--- config.mk ---
export PLATFORM = sky130hd
export DESIGN_NAME = vga_timing_gen
export DESIGN_NICKNAME = d
export VERILOG_FILES = /design/src/rtl/vga_timing_gen.sv
export SDC_FILE = /design/constraint.sdc
export NUM_CORES = 1
export LEC_CHECK = 0
export ABC_AREA = 1
export BUFFER_PORTS_ARGS = -buffer_cell sky130_fd_sc_hd__buf_2
export CORE_ASPECT_RATIO = 1.5
export CORE_UTILIZATION = 30
export CTS_BUF_LIST = sky130_fd_sc_hd__clkbuf_4 sky130_fd_sc_hd__clkbuf_8 sky130_fd_sc_hd__clkbuf_16
export CTS_CLUSTER_SIZE = 40
export DETAILED_ROUTE_END_ITERATION = 10
export HOLD_SLACK_MARGIN = 0.15
export PLACE_DENSITY = 0.58
export SYNTH_ARGS = -nofsm -noshare
export SYNTH_HDL_FRONTEND = slang
export SYNTH_SLANG_ARGS = --single-unit
--- constraint.sdc ---
create_clock -name clock -period 1.77 [get_ports clock]
set_input_delay 0.354 -clock clock [delete_from_list [all_inputs] [get_ports clock]]
set_output_delay 0.354 -clock clock [all_outputs]
set_load 0.01 [all_outputs]
--- src/rtl/vga_timing_gen.sv ---
// Parametrised raster timing generator: sync, blanking, visible coordinates,
// line/frame strobes and a frame counter, advanced by a pixel-clock-enable divider.
module vga_timing_gen #(
  parameter int H_ACTIVE = 640,
  parameter int H_FP     = 16,
  parameter int H_SYNC   = 96,
  parameter int H_BP     = 48,
  parameter int V_ACTIVE = 480,
  parameter int V_FP     = 10,
  parameter int V_SYNC   = 2,
  parameter int V_BP     = 33,
  parameter bit HS_POL   = 1'b0,
  parameter bit VS_POL   = 1'b0,
  parameter int CLK_DIV  = 1,
  parameter int COORD_W  = 10,
  parameter int FRAME_W  = 8
) (
  input  logic               clock,
  input  logic               reset,
  input  logic               in_enable,
  output logic               out_pix_valid,
  output logic               out_vga_hs,
  output logic               out_vga_vs,
  output logic               out_active,
  output logic               out_vblank,
  output logic [COORD_W-1:0] out_vga_x,
  output logic [COORD_W-1:0] out_vga_y,
  output logic               out_line_start,
  output logic               out_frame_start,
  output logic [FRAME_W-1:0] out_frame
);

  localparam int H_BLANK = H_FP + H_SYNC + H_BP;
  localparam int H_TOTAL = H_BLANK + H_ACTIVE;
  localparam int V_BLANK = V_FP + V_SYNC + V_BP;
  localparam int V_TOTAL = V_BLANK + V_ACTIVE;
  localparam int DIV_W   = (CLK_DIV > 1) ? $clog2(CLK_DIV) : 1;

  localparam logic [COORD_W-1:0] H_SYNC_BEG = COORD_W'(H_FP);
  localparam logic [COORD_W-1:0] H_SYNC_END = COORD_W'(H_FP + H_SYNC);
  localparam logic [COORD_W-1:0] H_BLANK_C  = COORD_W'(H_BLANK);
  localparam logic [COORD_W-1:0] H_LAST     = COORD_W'(H_TOTAL - 1);
  localparam logic [COORD_W-1:0] V_SYNC_BEG = COORD_W'(V_FP);
  localparam logic [COORD_W-1:0] V_SYNC_END = COORD_W'(V_FP + V_SYNC);
  localparam logic [COORD_W-1:0] V_BLANK_C  = COORD_W'(V_BLANK);
  localparam logic [COORD_W-1:0] V_LAST     = COORD_W'(V_TOTAL - 1);
  localparam logic [DIV_W-1:0]   DIV_LAST   = DIV_W'(CLK_DIV - 1);

  if ((H_TOTAL - 1) >= (1 << COORD_W) || (V_TOTAL - 1) >= (1 << COORD_W)) begin : g_coord_w_check
    $error("vga_timing_gen: COORD_W too narrow for H_TOTAL-1 / V_TOTAL-1");
  end
  if (CLK_DIV < 1) begin : g_clk_div_check
    $error("vga_timing_gen: CLK_DIV must be at least 1");
  end

  logic [DIV_W-1:0]   div;
  logic [COORD_W-1:0] xcount;
  logic [COORD_W-1:0] ycount;

  logic tick_p0, h_sync_p0, v_sync_p0, h_act_p0, v_act_p0, x_last_p0, y_last_p0;

  logic               vld_p1, hs_p1, vs_p1, active_p1, vblank_p1, ls_p1, fs_p1;
  logic [COORD_W-1:0] x_p1, y_p1;
  logic [FRAME_W-1:0] frame_p1;

  // Stage p0: decode the current raster position
  always_comb begin
    tick_p0   = in_enable && (div == DIV_LAST);
    h_sync_p0 = (xcount >= H_SYNC_BEG) && (xcount < H_SYNC_END);
    v_sync_p0 = (ycount >= V_SYNC_BEG) && (ycount < V_SYNC_END);
    h_act_p0  = (xcount >= H_BLANK_C);
    v_act_p0  = (ycount >= V_BLANK_C);
    x_last_p0 = (xcount == H_LAST);
    y_last_p0 = (ycount == V_LAST);
  end

  // Stage p1: register outputs on tick, then advance the raster counters
  always_ff @(posedge clock) begin
    if (reset) begin
      div       <= '0;
      xcount    <= '0;
      ycount    <= '0;
      vld_p1    <= 1'b0;
      ls_p1     <= 1'b0;
      fs_p1     <= 1'b0;
      hs_p1     <= ~HS_POL;
      vs_p1     <= ~VS_POL;
      active_p1 <= 1'b0;
      vblank_p1 <= 1'b1;
      x_p1      <= '0;
      y_p1      <= '0;
      frame_p1  <= '0;
    end else begin
      vld_p1 <= tick_p0;
      ls_p1  <= tick_p0 && (xcount == '0);
      fs_p1  <= tick_p0 && (xcount == '0) && (ycount == '0);
      // The divider phase is kept across in_enable=0 so resuming is seamless
      if (in_enable) div <= tick_p0 ? '0 : div + 1'b1;
      if (tick_p0) begin
        hs_p1     <= h_sync_p0 ? HS_POL : ~HS_POL;
        vs_p1     <= v_sync_p0 ? VS_POL : ~VS_POL;
        active_p1 <= h_act_p0 && v_act_p0;
        vblank_p1 <= !v_act_p0;
        x_p1      <= h_act_p0 ? xcount - H_BLANK_C : '0;
        y_p1      <= v_act_p0 ? ycount - V_BLANK_C : '0;
        if (x_last_p0) begin
          xcount <= '0;
          ycount <= y_last_p0 ? '0 : ycount + 1'b1;
          if (y_last_p0) frame_p1 <= frame_p1 + 1'b1;
        end else begin
          xcount <= xcount + 1'b1;
        end
      end
    end
  end

  assign out_pix_valid   = vld_p1;
  assign out_vga_hs      = hs_p1;
  assign out_vga_vs      = vs_p1;
  assign out_active      = active_p1;
  assign out_vblank      = vblank_p1;
  assign out_vga_x       = x_p1;
  assign out_vga_y       = y_p1;
  assign out_line_start  = ls_p1;
  assign out_frame_start = fs_p1;
  assign out_frame       = frame_p1;

endmodule

==> results.yml <==
drt:
  firstDrtPassIters: 5
  drcViolationCount: 0
  vias_per_cell: 4.78
  drt_first_iter_violations: 105
  route.detailed.wl_per_inst_um: 12.4
  detail-route-antenna-nets: 0
  routed-via-count: 2766
  finalWirelength_mm: 7.19
setup_path:
  worst_endpoint_data_arrival_time_ns: 1.82
  ff2ff_setup_slack_ns: 0.13
  worst-endpoint-required_ns: 1.95
  start_kind: "register"
  crit_fanout: 10
  r2r_start: "xcount[1]"
  timing.setup.critical_path_class: "reg -> reg"
  r2r_end: "ycount[0]"
  rr_worst_depth: 8
  setup.worst_path.end_class: "register"
placement:
  finalWeightedCongestion: 0.869
  place_hpwl_mm: 5.66
  placed_area_sq_um: 3290
  io_buffers: 37
yosys:
  yosys.area.top_type_share_pct: 38.9
  postSynthCellCount: 415
  synth_simple_gate_area_share_pct: 36.4
  yosys_warnings: 0
  post_synthesis_cell_type_with_the_largest_combined_area: "sky130_fd_sc_hd__dfxtp_1"
  synth_top_family_by_area: "simple AND/OR/NAND/NOR gates"
  share_of_the_yosys_chip_area_belonging_to_registers_pct: 38.9
  syn-mean-instance-area_sq_um: 6.95
  postSynthNetCount: 428
  ys_ff_latch: 56
  post_synthesis_cell_type_count: 34
  yosys.area_share.adder_pct: 4.34
  synth_compound_gate_area_share_pct: 9.76
  post_synth_main_area_contributors: "sky130_fd_sc_hd__dfxtp_1 (39%), sky130_fd_sc_hd__nand2_1 (15%), sky130_fd_sc_hd__nor2_1 (6.9%)"
  netlist_area_pre_place_sq_um: 2880
  synth.area.mux_share_pct: 0
  synth_xor_xnor_area_share_pct: 2.43
hold_path:
  min-delay-start: "in_enable"
  hold_critical_path_depth: 2
  worst_hold_path.endpoint: "div"
  hold_path.class: "in -> reg"
outcome:
  run_status: "finished clean"
clock_tree:
  clkTransAtPathRegs_ns: 0.08
  clk-insertion-delay-late_ns: 0.30
  htreeDepth: 2
  clockBufferDepth: 2
  cts_root_buffer: "sky130_fd_sc_hd__clkbuf_16"
  cts.hold.buffers_added: 0
  cts.sink_count: 56
  post_cts_resized: 0
  tritoncts: "yes"
  cts-buffers-inserted: 5
  post-cts-setup-buffers: 0
finish:
  syn2layout_area_growth_pct: 20.0
  drive_gt1_share_pct: 20.1
  final_common_cell: "sky130_fd_sc_hd__nand2_1"
  final_core_util_pct: 37.2
  fin_nets: 479
  fillCellCount: 986
  final_cell_mix: "sky130_fd_sc_hd__nand2_1 (110), sky130_fd_sc_hd__dfxtp_1 (55), sky130_fd_sc_hd__nor2_1 (53), sky130_fd_sc_hd__inv_1 (39), sky130_fd_sc_hd__a21oi_1 (39)"
  antennaDiodeCount: 0
  stdcell_area_sq_um: 3460
pwr:
  pwr_density_cell_nw_per_um2: 688
  total_leakage_power_nw: 1.61
  power.ir.vdd_worst_uv: 451
floorplan:
  die-width_um: 82.1
  floorplan.initialDensity_pct: 31.0
  placement_rows: 43
  io-pin-count: 38
  die_y_um: 122
  fp.coreArea_sq_um: 9310
  die_area_sq_um: 10000
grt:
  vias_in_the_first_global_route: 2613
  grt_start_max_net_pins: 22
  grt_use_met1_pct: 15.0
  grt_pass1_wl_mm: 11.7
  antenna_found_initial: 0
  grt_use_total_pct: 15.6
  gr-max-usage-layer: "met2"
  met3_track_utilization_from_global_routing_pct: 2.70
  gr-total-overflow: 0
  use_met2_pct: 30.2
sta:
  worstMarginPinSlew_ns: 0.341
  relSlewSlack_pct: 77.3
  max_clock_freq_mhz: 610
  rsz0062_at_grt: "no"
  timing_hold_violations_final: 0
  final-max-slew-violation-count: 0
  period_share_pct: 92.5
  finalWorstPathRequiredPeriod_ns: 1.64
  fin_worst_hold_slack_ns: 0.245
  tns_ns: 0
  fin_worst_skew_ns: 0.0101
  finalSetupViolations: 0
flow_run:
  max_cap_viol_count: 0
[critical path, cell delays in order (launching register included)]
cell	delay (ns)
sky130_fd_sc_hd__dfxtp_1	0.38
sky130_fd_sc_hd__ha_1	0.22
sky130_fd_sc_hd__nand2_2	0.11
sky130_fd_sc_hd__nor2_8	0.13
sky130_fd_sc_hd__nand3_4	0.19
sky130_fd_sc_hd__nor2_8	0.22
sky130_fd_sc_hd__inv_2	0.06
sky130_fd_sc_hd__nand2_1	0.14
sky130_fd_sc_hd__a21oi_1	0.06
[report_power, final]
part           switching, mW  internal (mW)
registers            0.00594           1.27
logic                 0.0694         0.0374
clock network          0.472          0.528
total                  0.547           1.83
[layer usage]
| metal | wire length, um | up-vias | part of all wire (%) |
|---|---|---|---|
| met5 | 0 | - | 0 |
| met4 | 194 | 0 | 2.7 |
| met3 | 152 | 12 | 2.1 |
| met2 | 4070 | 39 | 57 |
| met1 | 2770 | 1285 | 39 |
| li1 | - | 1430 | - |
[state kept, by name, summed over array words and instances (netlist names), 8 cells and up]
signal / cells
out_frame: 8
out_vga_x: 10
out_vga_y: 10
xcount: 10
ycount: 10
[cell usage after synthesis]
cell / instances
sky130_fd_sc_hd__nand2_1: 113
sky130_fd_sc_hd__dfxtp_1: 56
sky130_fd_sc_hd__nor2_1: 53
sky130_fd_sc_hd__a21oi_1: 39
sky130_fd_sc_hd__inv_1: 39
sky130_fd_sc_hd__nand3_1: 24
sky130_fd_sc_hd__ha_1: 10
sky130_fd_sc_hd__o21ai_0: 10
sky130_fd_sc_hd__nand4_1: 9
sky130_fd_sc_hd__nor3_1: 9
sky130_fd_sc_hd__xor2_1: 6
sky130_fd_sc_hd__buf_2: 5
sky130_fd_sc_hd__inv_2: 5
sky130_fd_sc_hd__clkbuf_1: 4
sky130_fd_sc_hd__buf_4: 3
sky130_fd_sc_hd__nand2_2: 3
sky130_fd_sc_hd__nor2_2: 3
sky130_fd_sc_hd__nand2_4: 2
sky130_fd_sc_hd__nor2_4: 2
sky130_fd_sc_hd__nor2_8: 2
sky130_fd_sc_hd__nor3_2: 2
sky130_fd_sc_hd__nor3b_1: 2
sky130_fd_sc_hd__or2_2: 2
sky130_fd_sc_hd__xnor2_1: 2
sky130_fd_sc_hd__a21oi_2: 1
sky130_fd_sc_hd__a31oi_1: 1
sky130_fd_sc_hd__and2_1: 1
sky130_fd_sc_hd__and3_1: 1
sky130_fd_sc_hd__clkbuf_4: 1
sky130_fd_sc_hd__nand3_4: 1
sky130_fd_sc_hd__nor4_1: 1
sky130_fd_sc_hd__o2111ai_1: 1
sky130_fd_sc_hd__o211ai_1: 1
sky130_fd_sc_hd__o21ai_1: 1
[metrics by stage]
step	power [mW]	setup WS (ns)	instances
after floorplan	1.37	0.236	415
after global placement	1.41	-0.00391	571
after detailed placement	1.41	-0.0173	571
after CTS	2.42	0.0613	579
after global routing	2.49	0.000251	579
final	2.38	0.132	579
[cell families (layout without fill, tap and decap cells)]
kind of cell,count (synthesis),count (layout)
buffers and inverters,57,109
xor gates and xnor gates,8,8
adders and majority gates,10,10
and+or+nand+nor,230,230
AOI/OAI and AO/OA,54,54
DFF,56,56
[cell type report]
type	instances	area (sq um)	share of cell area (%)
clock buffer	5	125	3.62
clock inverter	3	21.3	0.615
inverter	44	165	4.77
multi-input combinational	302	1550	44.8
sequential	56	1120	32.4
tap	112	140	4.05
timing repair buffer	57	335	9.69
[worst max path at each step]
stage	endpoint	cells past startpoint	start
finish	ycount[0]	8	xcount[1]
global route	ycount[0]	8	xcount[1]
CTS	out_frame_start	7	div
detailed placement	out_frame_start	7	in_enable
global placement	out_frame_start	7	in_enable
floorplan	out_vga_y[6]	9	ycount[0]
Note: power is estimated with default switching activity, not from simulation.
